`config.mk`:
```
export PLATFORM = sky130hd
export DESIGN_NAME = dmem_arbiter
export DESIGN_NICKNAME = d
export VERILOG_FILES = /design/src/rtl/dmem_arbiter.sv
export SDC_FILE = /design/constraint.sdc
export NUM_CORES = 1
export LEC_CHECK = 0
export ABC_AREA = 1
export CAP_MARGIN = 20
export CORE_AREA = 2 2 115 117
export DETAILED_ROUTE_END_ITERATION = 16
export DIE_AREA = 0 0 117 119
export GPL_TIMING_DRIVEN = 0
export PLACE_DENSITY = 0.66
export SLEW_MARGIN = 20
export SYNTH_ARGS = -nofsm -noshare
export SYNTH_HDL_FRONTEND = slang
export SYNTH_SLANG_ARGS = --single-unit
```
`constraint.sdc`:
```
create_clock -name clk -period 1.84 [get_ports clk]
set_input_delay 0.276 -clock clk [delete_from_list [all_inputs] [get_ports clk]]
set_output_delay 0.276 -clock clk [all_outputs]
set_load 0.02 [all_outputs]
```
`src/rtl/dmem_arbiter.sv`:
```
// Data-memory port arbiter: the CPU MEM stage owns the single memory port,
// and a DMA/debug requester is forced through after MAX_WAIT lost cycles.
module dmem_arbiter #(
  parameter int unsigned MAX_WAIT = 4,
  parameter int unsigned WAIT_W   = 8
) (
  input  logic        clk,
  input  logic        reset,
  // MEM stage side
  input  logic        cpu_mem_read,
  input  logic        cpu_mem_write,
  input  logic [31:0] cpu_addr,
  input  logic [31:0] cpu_wdata,
  output logic [31:0] cpu_rdata,
  output logic        cpu_stall,
  // DMA / debug side
  input  logic        dma_req,
  input  logic        dma_we,
  input  logic [31:0] dma_addr,
  input  logic [31:0] dma_wdata,
  output logic        dma_ack,
  output logic        dma_err,
  output logic [31:0] dma_rdata,
  // Data memory side
  output logic        mem_read,
  output logic        mem_write,
  output logic [31:0] mem_addr,
  output logic [31:0] mem_wdata,
  input  logic [31:0] mem_rdata
);

  localparam int unsigned DW = 32;
  localparam logic [WAIT_W-1:0] WaitLimit = WAIT_W'(MAX_WAIT);
  localparam logic [WAIT_W-1:0] WaitSat   = {WAIT_W{1'b1}};

  logic              ack_q, ack_d;
  logic              err_q, err_d;
  logic [WAIT_W-1:0] wait_q, wait_d;
  logic [DW-1:0]     rdata_q, rdata_d;

  logic cpu_active;
  logic mis;
  logic dma_valid;
  logic dma_grant;
  logic err_path;

  // Request qualification; a request is ignored during its own ack cycle
  always_comb begin
    cpu_active = cpu_mem_read | cpu_mem_write;
    mis        = |dma_addr[1:0];
    dma_valid  = dma_req & ~ack_q;
    err_path   = dma_valid & mis;
    dma_grant  = dma_valid & ~mis & (~cpu_active | (wait_q >= WaitLimit));
  end

  // Memory port mux and CPU-facing results
  always_comb begin
    mem_read  = cpu_mem_read;
    mem_write = cpu_mem_write;
    mem_addr  = cpu_addr;
    mem_wdata = cpu_wdata;
    cpu_rdata = '0;
    cpu_stall = dma_grant & cpu_active;
    if (dma_grant) begin
      mem_read  = ~dma_we;
      mem_write = dma_we;
      mem_addr  = dma_addr;
      mem_wdata = dma_wdata;
    end else if (cpu_mem_read) begin
      cpu_rdata = mem_rdata;
    end
  end

  // Starvation counter: counts cycles an aligned request has lost to the CPU
  always_comb begin
    wait_d = wait_q;
    if (~dma_req | dma_grant | err_path) begin
      wait_d = '0;
    end else if (dma_valid & ~mis) begin
      wait_d = (wait_q == WaitSat) ? wait_q : wait_q + WAIT_W'(1);
    end
  end

  // Completion bookkeeping for the DMA requester
  always_comb begin
    ack_d   = dma_grant | err_path;
    err_d   = err_path;
    rdata_d = rdata_q;
    if (dma_grant & ~dma_we) begin
      rdata_d = mem_rdata;
    end
  end

  always_ff @(posedge clk or posedge reset) begin
    if (reset) begin
      ack_q   <= 1'b0;
      err_q   <= 1'b0;
      wait_q  <= '0;
      rdata_q <= '0;
    end else begin
      ack_q   <= ack_d;
      err_q   <= err_d;
      wait_q  <= wait_d;
      rdata_q <= rdata_d;
    end
  end

  assign dma_ack   = ack_q;
  assign dma_err   = err_q;
  assign dma_rdata = rdata_q;

endmodule

```
==> flow_metrics.py <==
metrics = {
    "critical_path": {
        "crit_type": "flop to output pin",
        "startpoint_type": "flop",
        "cp.required_ns": 1.56,
        "cp-end-kind": "output pin",
        "crit_start": "wait_q[7]",
        "rrSetupSlack_ns": 0.33,
        "critPathMaxFanout": 5,
        "cp.arrival_ns": 1.75,
        "reg2reg_depth": 9,
        "reg2reg_to": "dma_rdata[0]",
        "endpoint": "mem_addr[20]",
        "rr_startpoint": "dma_ack",
    },
    "placed_design": {
        "portBuffers": 298,
        "postPlaceCellArea_um2": 6070,
        "place_ws_ns": -0.901,
        "gp_congestion": 0.846,
        "place_hpwl_um": 10800,
    },
    "logic_synthesis": {
        "yosysSeqAreaShare": 0.370,
        "syn_area_um2": 2840,
        "yosys.area.top_type": "dfrtp_1",
        "synth_top_area_share": 0.370,
        "ys_warn_count": 0,
        "yosysUniqueCellTypes": 18,
        "synth_area_per_cell_um2": 6.38,
        "syn_nets": 614,
        "synth_seq_cells": 42,
        "netlist_instances": 446,
        "synthTopCellsByArea": "dfrtp_1 37%, nand2_1 31%, inv_1 6.6%, buf_6 6.3%, nor2_1 6.2%",
    },
    "cts": {
        "clkTransAtPathRegs_ns": 0.06,
        "root_buffer": "clkbuf_16",
        "h-tree-depth": 2,
        "clkLatencyLatePin_ns": 0.27,
        "cts.sinks": 42,
        "cts_buffers": 5,
        "cts_tree": "built",
        "cts_max_path_buffers": 2,
    },
    "status": {
        "status": "complete, but fails checks",
        "violations": "negative setup slack",
    },
    "sta": {
        "post-route-min-period_ns": 2.03,
        "finalHoldViolations": 0,
        "skew_ns": 0.00411,
        "post-route-period-util": 1.10,
        "worst_pin_slew_ns": 0.267,
        "rsz0062_at_grt": "true",
        "max_freq_mhz": 492,
        "setup_ws_ns": -0.191,
        "max_slew_margin": 0.822,
        "maxSlewViolCount": 0,
        "setup_violations": 95,
    },
    "route": {
        "dr_total_vias": 4009,
        "wire_per_inst_um": 15.0,
        "ant_nets": 0,
        "via_per_inst": 4.22,
        "drt_iter0_drc": 105,
        "remaining_drc_errors": 0,
        "first_pass_iters": 5,
        "routed_wl_um": 14300,
    },
    "run": {
        "cap_violations": 0,
    },
    "global_route": {
        "grt_max_degree": 33,
        "grtUsageTotal": 0.177,
        "overflow": 0,
        "grt_pass1_wl_um": 19500,
        "grt_pass1_vias": 3902,
        "antenna_found_initial": 0,
    },
    "floorplanning": {
        "die_h_um": 119,
        "io_pins": 299,
        "initial_core_util": 0.221,
        "die-area_um2": 13900,
        "core_um2": 12900,
        "die_w_um": 117,
        "rows": 42,
    },
    "finish": {
        "area_delta_synth_final_pct": 156,
        "final_util": 0.565,
        "nFillCells": 1154,
        "mostFrequentLayoutCells": "196 x clkdlybuf4s50_1, 160 x nand2_1, 97 x buf_6, 67 x nand2_2, 47 x inv_1",
        "layout.nets": 942,
        "num_antenna_cells": 0,
        "drive_gt1_frac": 0.370,
        "stdcell_area_um2": 7280,
        "final_common_cell": "clkdlybuf4s50_1",
    },
    "hold_path": {
        "holdCritPathClass": "input port to async pin",
    },
    "pwr": {
        "vdd_drop_max_mv": 0.379,
        "p_leak_nw": 3.51,
        "cellPowerDensity_nw_per_um2": 533,
    },
}
sequential cells by signal (all words and copies together) (netlist names):
| signal | count |
|---|---|
| dma_ack | 1 |
| dma_err | 1 |
| dma_rdata | 32 |
| wait_q | 8 |
stage by stage:
step	TNS (ns)	hold WS [ns]	total power, mW	cells
global route	-25.67	0.276	4.07	951
CTS	-16.29	0.263	3.70	938
detailed placement	-77.78	0.466	2.72	921
finish	-14.64	0.257	3.88	951
floorplan	0	0.426	1.75	446
global placement	-87.39	0.466	2.69	920
where the power goes:
| group | leakage [nW] | switching, mW | internal, mW |
|---|---|---|---|
| clock | 0.0836 | 0.339 | 0.635 |
| sequential | 0.558 | 0.0709 | 1.05 |
| combinational | 2.87 | 0.825 | 0.958 |
| total | 3.51 | 1.24 | 2.64 |
how the worst min path moves through the flow:
stage	from	end	slack, ns
floorplan	mem_rdata[29]	dma_rdata[29]	0.43
global placement	dma_rdata[3]	dma_rdata[3]	0.47
detailed placement	dma_rdata[19]	dma_rdata[19]	0.47
CTS	reset	dma_rdata[23]	0.26
global route	reset	dma_rdata[23]	0.28
finish	reset	dma_rdata[23]	0.26
cell type report:
| type | count | area [um2] | share of cell area |
|---|---|---|---|
| repair buffers | 320 | 3450 | 0.475 |
| clock inverters | 3 | 40.0 | 0.00550 |
| inverters | 51 | 191 | 0.0263 |
| well taps | 176 | 220 | 0.0303 |
| multi-input cells | 330 | 1870 | 0.256 |
| plain buffers | 24 | 329 | 0.0452 |
| flip-flops and latches | 42 | 1050 | 0.144 |
| clock buffers | 5 | 125 | 0.0172 |
Yosys cell counts:
cell        n
nor2_1     47
buf_6      16
nand3_1     4
o21ai_1     8
clkbuf_1    2
a21oi_1     1
inv_1      50
o21ai_0    11
nand3_2     1
nand2_1   238
dfrtp_1    42
buf_4       4
ha_1        2
nand2_2     1
buf_2       2
inv_2       1
nor2_4      1
o21ai_2    15
layer usage:
layer	routed length, um	track usage	up-vias
met2	7520	0.313	137
li1	-	-	1978
met1	5500	0.216	1878
met3	1090	0.0468	16
met5	0	0	-
met4	185	0.0353	0
kinds of logic after synthesis:
group / synth area share
compound gates: 0.0814
fa+ha+maj: 0.00880
flops: 0.370
simple gates: 0.393
buf+inv: 0.147
critical path: stages (launching register included):
cell and delay, ns:
dfrtp_1 0.37, inv_1 0.07, nand2_1 0.05, nor2_1 0.11, nand2_1 0.11, nand2_4 0.11
buf_6 0.12, buf_12 0.13, clkbuf_16 0.16, nand2_2 0.06, nand2_2 0.07, buf_6 0.11
what timing repair did:
item | 4_1_cts | 5_1_grt
cloned | 2 | 11
setup buffers | 7 | 2
endpoints found under the hold margin | 0 | 0
hold buffers | 0 | 0
gates resized for setup | 555 | 217
pin swaps | 21 | 31
setup endpoints to repair | 99 | 99
No activity file was read; power rests on OpenSTA's default activity.
